==> config.mk <==
export PLATFORM = sky130hd
export DESIGN_NAME = clock_time_cnt
export DESIGN_NICKNAME = d
export VERILOG_FILES = /design/src/rtl/clock_pkg.sv /design/src/rtl/bcd_pair_cnt.sv /design/src/rtl/clock_time_cnt.sv
export SDC_FILE = /design/constraint.sdc
export NUM_CORES = 1
export LEC_CHECK = 0
export ABC_AREA = 1
export CAP_MARGIN = 0
export CORE_ASPECT_RATIO = 0.6
export CORE_MARGIN = 5
export CORE_UTILIZATION = 35
export CTS_CLUSTER_SIZE = 28
export DETAILED_ROUTE_END_ITERATION = 12
export PLACE_DENSITY = 0.62
export SYNTH_ARGS = -nofsm -noshare
export SYNTH_HDL_FRONTEND = slang
export SYNTH_SLANG_ARGS = --single-unit
==> constraint.sdc <==
create_clock -name CLK -period 1.6 [get_ports CLK]
set_clock_uncertainty 0.1 [all_clocks]
set_input_delay 0.32 -clock CLK [delete_from_list [all_inputs] [get_ports CLK]]
set_output_delay 0.32 -clock CLK [all_outputs]
set_load 0.03 [all_outputs]
==> src/rtl/clock_pkg.sv <==
// Shared definitions for the time-of-day counter: FSM states, digit width,
// per-field last values and BCD digit-split helpers for constant limits.
package clock_pkg;

  localparam int BCD_W    = 4;
  localparam int SEC_LAST = 59;
  localparam int MIN_LAST = 59;

  typedef enum logic [1:0] {
    ST_RUN      = 2'b00,
    ST_SET_HOUR = 2'b01,
    ST_SET_MIN  = 2'b10
  } state_t;

  function automatic logic [BCD_W-1:0] tens_of(input int v);
    return BCD_W'(v / 10);
  endfunction

  function automatic logic [BCD_W-1:0] ones_of(input int v);
    return BCD_W'(v % 10);
  endfunction

endpackage

==> src/rtl/bcd_pair_cnt.sv <==
// Two-digit BCD counter wrapping to 00 after LAST_T:LAST_O. CARRY flags the
// enabled increment that performs the wrap.
module bcd_pair_cnt
  import clock_pkg::*;
(
  input  logic             CLK,
  input  logic             RST,
  input  logic             EN,
  input  logic             CLR,
  input  logic [BCD_W-1:0] LAST_T,
  input  logic [BCD_W-1:0] LAST_O,
  output logic [BCD_W-1:0] T,
  output logic [BCD_W-1:0] O,
  output logic             CARRY
);

  logic [BCD_W-1:0] t_reg;
  logic [BCD_W-1:0] o_reg;
  logic             at_last;
  logic             illegal;

  assign at_last = (t_reg == LAST_T) && (o_reg == LAST_O);
  // Out-of-range digits (upset only) are folded into the wrap path so the
  // field self-corrects to 00 on its next increment.
  assign illegal = (o_reg > BCD_W'(9)) || (t_reg > LAST_T) ||
                   ((t_reg == LAST_T) && (o_reg > LAST_O));

  always_ff @(posedge CLK) begin
    if (!RST) begin
      t_reg <= '0;
      o_reg <= '0;
    end else if (CLR) begin
      t_reg <= '0;
      o_reg <= '0;
    end else if (EN) begin
      if (at_last || illegal) begin
        t_reg <= '0;
        o_reg <= '0;
      end else if (o_reg == BCD_W'(9)) begin
        t_reg <= t_reg + BCD_W'(1);
        o_reg <= '0;
      end else begin
        o_reg <= o_reg + BCD_W'(1);
      end
    end
  end

  assign T     = t_reg;
  assign O     = o_reg;
  assign CARRY = EN && at_last;

endmodule

==> src/rtl/clock_time_cnt.sv <==
// HH:MM:SS BCD time-of-day counter with hour/minute set mode and a one-cycle
// day-carry pulse on midnight rollover.
module clock_time_cnt
  import clock_pkg::*;
#(
  parameter int MAX_HOUR = 23
) (
  input  logic             CLK,
  input  logic             RST,
  input  logic             EN1HZ,
  input  logic             MODE_BTN,
  input  logic             INC_BTN,
  output logic [BCD_W-1:0] HOUR_T,
  output logic [BCD_W-1:0] HOUR_O,
  output logic [BCD_W-1:0] MIN_T,
  output logic [BCD_W-1:0] MIN_O,
  output logic [BCD_W-1:0] SEC_T,
  output logic [BCD_W-1:0] SEC_O,
  output logic [1:0]       SETMODE,
  output logic             CARRY_DAY
);

  localparam logic [BCD_W-1:0] SEC_LAST_T  = tens_of(SEC_LAST);
  localparam logic [BCD_W-1:0] SEC_LAST_O  = ones_of(SEC_LAST);
  localparam logic [BCD_W-1:0] MIN_LAST_T  = tens_of(MIN_LAST);
  localparam logic [BCD_W-1:0] MIN_LAST_O  = ones_of(MIN_LAST);
  localparam logic [BCD_W-1:0] HOUR_LAST_T = tens_of(MAX_HOUR);
  localparam logic [BCD_W-1:0] HOUR_LAST_O = ones_of(MAX_HOUR);

  state_t state_reg;
  logic   carry_day_reg;
  logic   run;
  logic   inc_ok;
  logic   sec_en, min_en, hour_en, sec_clr;
  logic   sec_carry, min_carry, hour_carry;

  assign run    = (state_reg == ST_RUN);
  // A simultaneous mode press swallows the increment.
  assign inc_ok = INC_BTN && !MODE_BTN;

  assign sec_en  = run && EN1HZ;
  assign min_en  = (run && sec_carry) ||
                   ((state_reg == ST_SET_MIN) && inc_ok);
  assign hour_en = (run && sec_carry && min_carry) ||
                   ((state_reg == ST_SET_HOUR) && inc_ok);
  assign sec_clr = (state_reg == ST_SET_MIN) && MODE_BTN;

  bcd_pair_cnt u_sec (
    .CLK    (CLK),
    .RST    (RST),
    .EN     (sec_en),
    .CLR    (sec_clr),
    .LAST_T (SEC_LAST_T),
    .LAST_O (SEC_LAST_O),
    .T      (SEC_T),
    .O      (SEC_O),
    .CARRY  (sec_carry)
  );

  bcd_pair_cnt u_min (
    .CLK    (CLK),
    .RST    (RST),
    .EN     (min_en),
    .CLR    (1'b0),
    .LAST_T (MIN_LAST_T),
    .LAST_O (MIN_LAST_O),
    .T      (MIN_T),
    .O      (MIN_O),
    .CARRY  (min_carry)
  );

  bcd_pair_cnt u_hour (
    .CLK    (CLK),
    .RST    (RST),
    .EN     (hour_en),
    .CLR    (1'b0),
    .LAST_T (HOUR_LAST_T),
    .LAST_O (HOUR_LAST_O),
    .T      (HOUR_T),
    .O      (HOUR_O),
    .CARRY  (hour_carry)
  );

  always_ff @(posedge CLK) begin
    if (!RST) begin
      state_reg     <= ST_RUN;
      carry_day_reg <= 1'b0;
    end else begin
      // Set-mode hour wraps also raise hour_carry; only a running rollover counts.
      carry_day_reg <= run && hour_carry;
      case (state_reg)
        ST_RUN:      if (MODE_BTN) state_reg <= ST_SET_HOUR;
        ST_SET_HOUR: if (MODE_BTN) state_reg <= ST_SET_MIN;
        ST_SET_MIN:  if (MODE_BTN) state_reg <= ST_RUN;
        default:     state_reg <= ST_RUN;
      endcase
    end
  end

  assign SETMODE   = state_reg;
  assign CARRY_DAY = carry_day_reg;

endmodule

# After elaboration in Yosys (flattened, before gate mapping)
# Cells that the tools add are included.
# totals
regBits	27
wordCells	88
inputBits	5
out_inout_bits	27
# op_classes
n_bitwise	1
n_reduce_logical	38
mux	16
n_eq_ne	12
add_sub_neg	6
magnitude_cmp	7
# op_table
op	count
2-to-1 mux 4 bit	12
adder 4 x 1 -> 4 bit, second input constant	6
logical AND 1 bit	17
equality test 4 bit, second input constant	3
> comparator 4 bit, second input constant	3
logical OR 1 bit	11
equality test 4 x 2 -> 1 bit, second input constant	2
equality test 4 x 3 -> 1 bit, second input constant	2
> comparator 4 x 2 -> 1 bit, second input constant	2
> comparator 4 x 3 -> 1 bit, second input constant	2
2-to-1 mux 2 bit	3
!= test 2 bit, second input constant	3
case mux 2 bit (3 select lines)	1
AND reduction 2 bit	3
nonzero test 2 bit	3
AND reduction 3 bit	1
equality test 2 x 1 -> 1 bit, second input constant	1
equality test 2 bit, second input constant	1
zero test 2 bit	1
OR reduction 2 bit	1
zero test 1 bit	1
inverter 1 bit	1

# Depth between registers and ports, before layout
# logic_depth
word_depth	10
depth_mapped	12
mapped_depth_nobuf	12

# Modules after synthesis
# Synthesis repeated with hierarchy kept, for this count alone.
# hier_totals
cells_unflattened	318
hier_area_um2	2123.3
# modules_own_cells
module	seq_area_each_um2	n_inst	area_each_um2	cells_per_inst
bcd_pair_cnt	160.2	3	649.4	96
clock_time_cnt	60.1	1	175.2	30

# Least setup slack after synthesis
# OpenSTA, ideal clock, no wires.
# synth_timing
path_kind	register to register
from	reg u_sec.t_reg[0] (netlist: u_sec.T[0])
to	reg u_hour.t_reg[1] (netlist: u_hour.T[1])
stages_incl_launch_ff	9
required_ns	1.387
arrival_ns	1.488
path_slack_ns	-0.101
n_path_buf	0
setup_time_ns	0.113
synth_period_minus_slack_ns	1.701
cell_sequence	dfxtp_1 > ha_1 > nand3_2 > nor2_4 > nand3_4 > nand2_8 > nand2_2 > nand3_1 > nand2_1
# synth_via
elab_chain_cells	9
# synth_lines
item	line_no	source
start, declared	bcd_pair_cnt.sv:17	logic [BCD_W-1:0] t_reg;
start signal, assigned	bcd_pair_cnt.sv:40	t_reg <= t_reg + BCD_W'(1);
equality test 4 x 3 -> 1 bit (*)	bcd_pair_cnt.sv:22	assign at_last = (t_reg == LAST_T) && (o_reg == LAST_O);
logical AND 1 bit (*)	bcd_pair_cnt.sv:22	
logical AND 1 bit (*)	bcd_pair_cnt.sv:50	assign CARRY = EN && at_last;
logical AND 1 bit (*)	clock_time_cnt.sv:42, clock_time_cnt.sv:44	
logical OR 1 bit	clock_time_cnt.sv:42	assign min_en = (run && sec_carry) ||
logical AND 1 bit	bcd_pair_cnt.sv:50	
logical AND 1 bit (*)	clock_time_cnt.sv:44	assign hour_en = (run && sec_carry && min_carry) ||
logical OR 1 bit (*)	clock_time_cnt.sv:44	
AND reduction 2 bit (no line) (*)	-	
end signal, assigned	bcd_pair_cnt.sv:40	
end, declared	bcd_pair_cnt.sv:17	
# Mark *: on every way between the ends. The rest lies on a longest branch, timed or not.
# A chain may end at the register's enable or synchronous reset.

# Final worst setup path
# layout_timing
from	reg u_hour.t_reg[0] (netlist: u_hour.T[0])
to	out HOUR_T[0]
# layout_lines
item	line_no	source
end, declared	clock_time_cnt.sv:13	output logic [BCD_W-1:0] HOUR_T,
# No word-level cell between the ends.

==> flow_summary.ini <==
[final_layout]
instances_no_fill = 348
final_nets = 299
final_common_cell = nand2_1
areaGrowthSynthToFinish_pct = 46.95
final_cell_mix = nand2_1, buf_4, inv_1
final_area_mm2 = 0.002385
layout-drive-gt1-share_pct = 33.33
n_antenna_cell = 0
fillers = 447

[timing]
setup_viol_count_final = 0
min_period_ns = 1.537
fmax_mhz = 650.6
relSlewSlack_pct = 78.32
grt_setup_unrepaired = true
tightest_slew_ns = 0.3218
layout_setup_ws_ns = 0.06291
hold_viol_final = 0
min_period_over_period_pct = 96.07
maxSlewViolCount = 0

[cts]
cts_buffers = 3
root_buffer = clkbuf_8
clockBufferDepth = 2
cts.sinks = 27
cts_hold_buf = 0
cts_tree = done
worstSkewPairLatency_ns = 0.28
htreeDepth = 1
cts.reportedPaths.clkPinSlew_ns = 0.10

[setup_path]
r2r_slack_ns = 0.06
crit_chain = buf_4 -> clkdlybuf4s15_1
cp-start-kind = register
cpLargestDelayFamily = buffers and inverters
critical_path.startpoint = u_hour.T[0]
r2r-end = u_min.O[2]
required_ns = 1.18
critPathCaptureType = primary output
max_stage_delay_ns = 0.38
slowest_stage = dfxtp_4
crit_cells = 2
r2r_start = u_sec.T[1]
setup.worst_path.end = HOUR_T[0]
crit_buf_inv = 2
crit_fanout = 4
crit_arrival_ns = 1.12
critPathKind = reg2out
r2r_cells = 10

[die]
core_mm2 = 0.004517
io_pins = 32
start_util_pct = 35.93
die-area_mm2 = 0.006143
rows = 19
fp.dieW_um = 97.91
fp.dieH_um = 62.75

[pwr]
pwr-share-clk_pct = 32.4
pwr_density_cell_mw_per_mm2 = 524.2
ir_drop_uv = 327.0
switching_share_pct = 26.92
p_sw_w = 0.0003365
seqPwrFrac_pct = 54.8
pwr-share-comb_pct = 12.8
p_int_w = 0.0009136
p_leak_nw = 1.093
p_total_w = 0.001250

[routing]
wirelength_mm = 4.052
drtIter0Drc = 80
viasPerCell = 4.647
dr.pass1.iters = 4
detail-route-antenna-nets = 0
vias = 1617
avgRoutedWirePerCell_um = 11.64
drc_errors = 0

[global_route]
first_global_vias = 1341
grt_max_degree = 17
grt_pass1_wl_mm = 6.327
antenna_found_initial = 0
grt_use_total_pct = 12.44
gr-total-overflow = 0

[yosys]
synth_adder_area_share_pct = 6.168
synth_warnings = 0
synth-xor-area-share_pct = 2.159
synth_area_mm2 = 0.001623
syn_nets = 238
synth_seq_area_share_pct = 33.31
synth_area_per_cell_um2 = 7.212
synth_mux_area_share_pct = 0
syn_inst = 225
synth-simple-area-share_pct = 37.93
ys_ff_latch = 27
synth_top_family_by_area = simple AND/OR/NAND/NOR gates
synth.distinct_cells = 30
synth_compound_area_share_pct = 11.87

[placed_design]
place_hpwl_mm = 2.918
dpl.cell_count = 334
place_ws_ns = -0.1942
postPlaceCellArea_mm2 = 0.002122
gp_congestion = 0.8138
port_buffers = 31

[job]
drv_cap = 0

[min_path]
hp-class = reg2reg

[run_status]
status = finished clean
==> per-stage QoR <==
step / utilization, % / hold WS (ns) / setup TNS, ns
after floorplan: - / 0.3094 / -0.02279
after global placement: 46.98 / 0.3829 / -2.523
after detailed placement: 46.98 / 0.3864 / -2.706
after CTS: 47.37 / 0.3989 / 0
after global routing: 52.80 / 0.3980 / -0.1185
final: 52.80 / 0.3785 / 0
==> synth_stat cells <==
library cell / n / area (um2)
a21oi_1: 16 / 80.08
a21oi_2: 2 / 17.52
buf_2: 1 / 5.000
clkbuf_8: 1 / 13.76
clkinv_1: 1 / 3.750
dfxtp_1: 27 / 540.5
ha_1: 8 / 100.1
inv_1: 27 / 101.4
inv_2: 4 / 15.01
nand2_1: 38 / 142.6
nand2_2: 7 / 43.79
nand2_4: 2 / 22.52
nand2_8: 1 / 20.02
nand3_1: 24 / 120.1
nand3_2: 3 / 30.03
nand3_4: 1 / 17.52
nand3b_1: 3 / 22.52
nand4_1: 3 / 18.77
nor2_1: 25 / 93.84
nor2_2: 3 / 18.77
nor2_4: 2 / 22.52
nor2_8: 1 / 20.02
nor3_1: 2 / 10.01
nor4_1: 1 / 6.260
o21a_1: 1 / 7.510
o21ai_0: 12 / 60.06
o21ai_1: 2 / 10.01
o21ai_2: 2 / 17.52
or2_2: 1 / 6.260
xor2_1: 4 / 35.03
==> worst min-delay path: cells and delay by family, from the launching register on <==
family	cells	cell delay, ns
flops	1	0.35
buf+inv	1	0.05
compound gates	1	0.05
==> worst min path at each step <==
stage | endpoint | slack, ns | depth (start not counted) | start
after floorplan | SETMODE[0] | 0.31 | 1 | MODE_BTN
after global placement | u_hour.T[3] | 0.38 | 2 | u_hour.T[3]
after detailed placement | u_sec.O[0] | 0.39 | 2 | u_sec.O[0]
after CTS | u_sec.O[0] | 0.40 | 2 | u_sec.O[0]
after global routing | u_sec.O[0] | 0.40 | 2 | u_sec.O[0]
final | u_sec.O[0] | 0.38 | 2 | u_sec.O[0]
==> power groups by stage <==
stage	Sequential, W	Clock, W	Combinational, W
final	0.000685	0.000405	0.000160
after global routing	0.000687	0.000438	0.000175
after CTS	0.000690	0.000417	0.000145
after detailed placement	0.000706	0	0.000151
after global placement	0.000707	0	0.000151
after floorplan	0.000725	0	0.0000723
==> routing by layer <==
layer	vias up	global-route usage, %	wire, um
li1	850	-	-
met1	719	19.14	2171
met2	46	16.53	1605
met3	2	4.236	259
met4	0	2.073	17
met5	-	0	0
==> registers in the layout, summed over array words and instances, names as in the netlist <==
name,count
u_hour.O,4
u_sec.T,4
u_min.T,4
u_min.O,4
u_sec.O,4
SETMODE,2
CARRY_DAY,1
u_hour.T,4
==> final cells by class <==
class | instances | area, um2 | area share [%]
Multi-Input combinational cell | 165 | 1084 | 45.44
Sequential cell | 27 | 561.8 | 23.56
Timing Repair Buffer | 56 | 478.0 | 20.04
Inverter | 32 | 126.4 | 5.299
Tap cell | 63 | 78.83 | 3.305
Clock buffer | 3 | 41.29 | 1.731
Clock inverter | 1 | 7.507 | 0.3148
Timing Repair inverter | 1 | 7.507 | 0.3148
==> kinds of logic after synthesis <==
family,count (synthesis)
adder cells (fa/ha/maj),8
AO/OA/AOI/OAI,35
buffers and inverters,34
flip-flops,27
XOR/XNOR,4
AND/OR/NAND/NOR,117
==> timing repair <==
| action | 4_1_cts | 5_1_grt |
|---|---|---|
| pin swaps | 0 | 18 |
| setup endpoints to repair | 25 | 24 |
| resized for setup | 25 | 46 |
| cloned | 0 | 2 |
| setup buffers | 0 | 8 |
(Power assumes the default switching activity.)
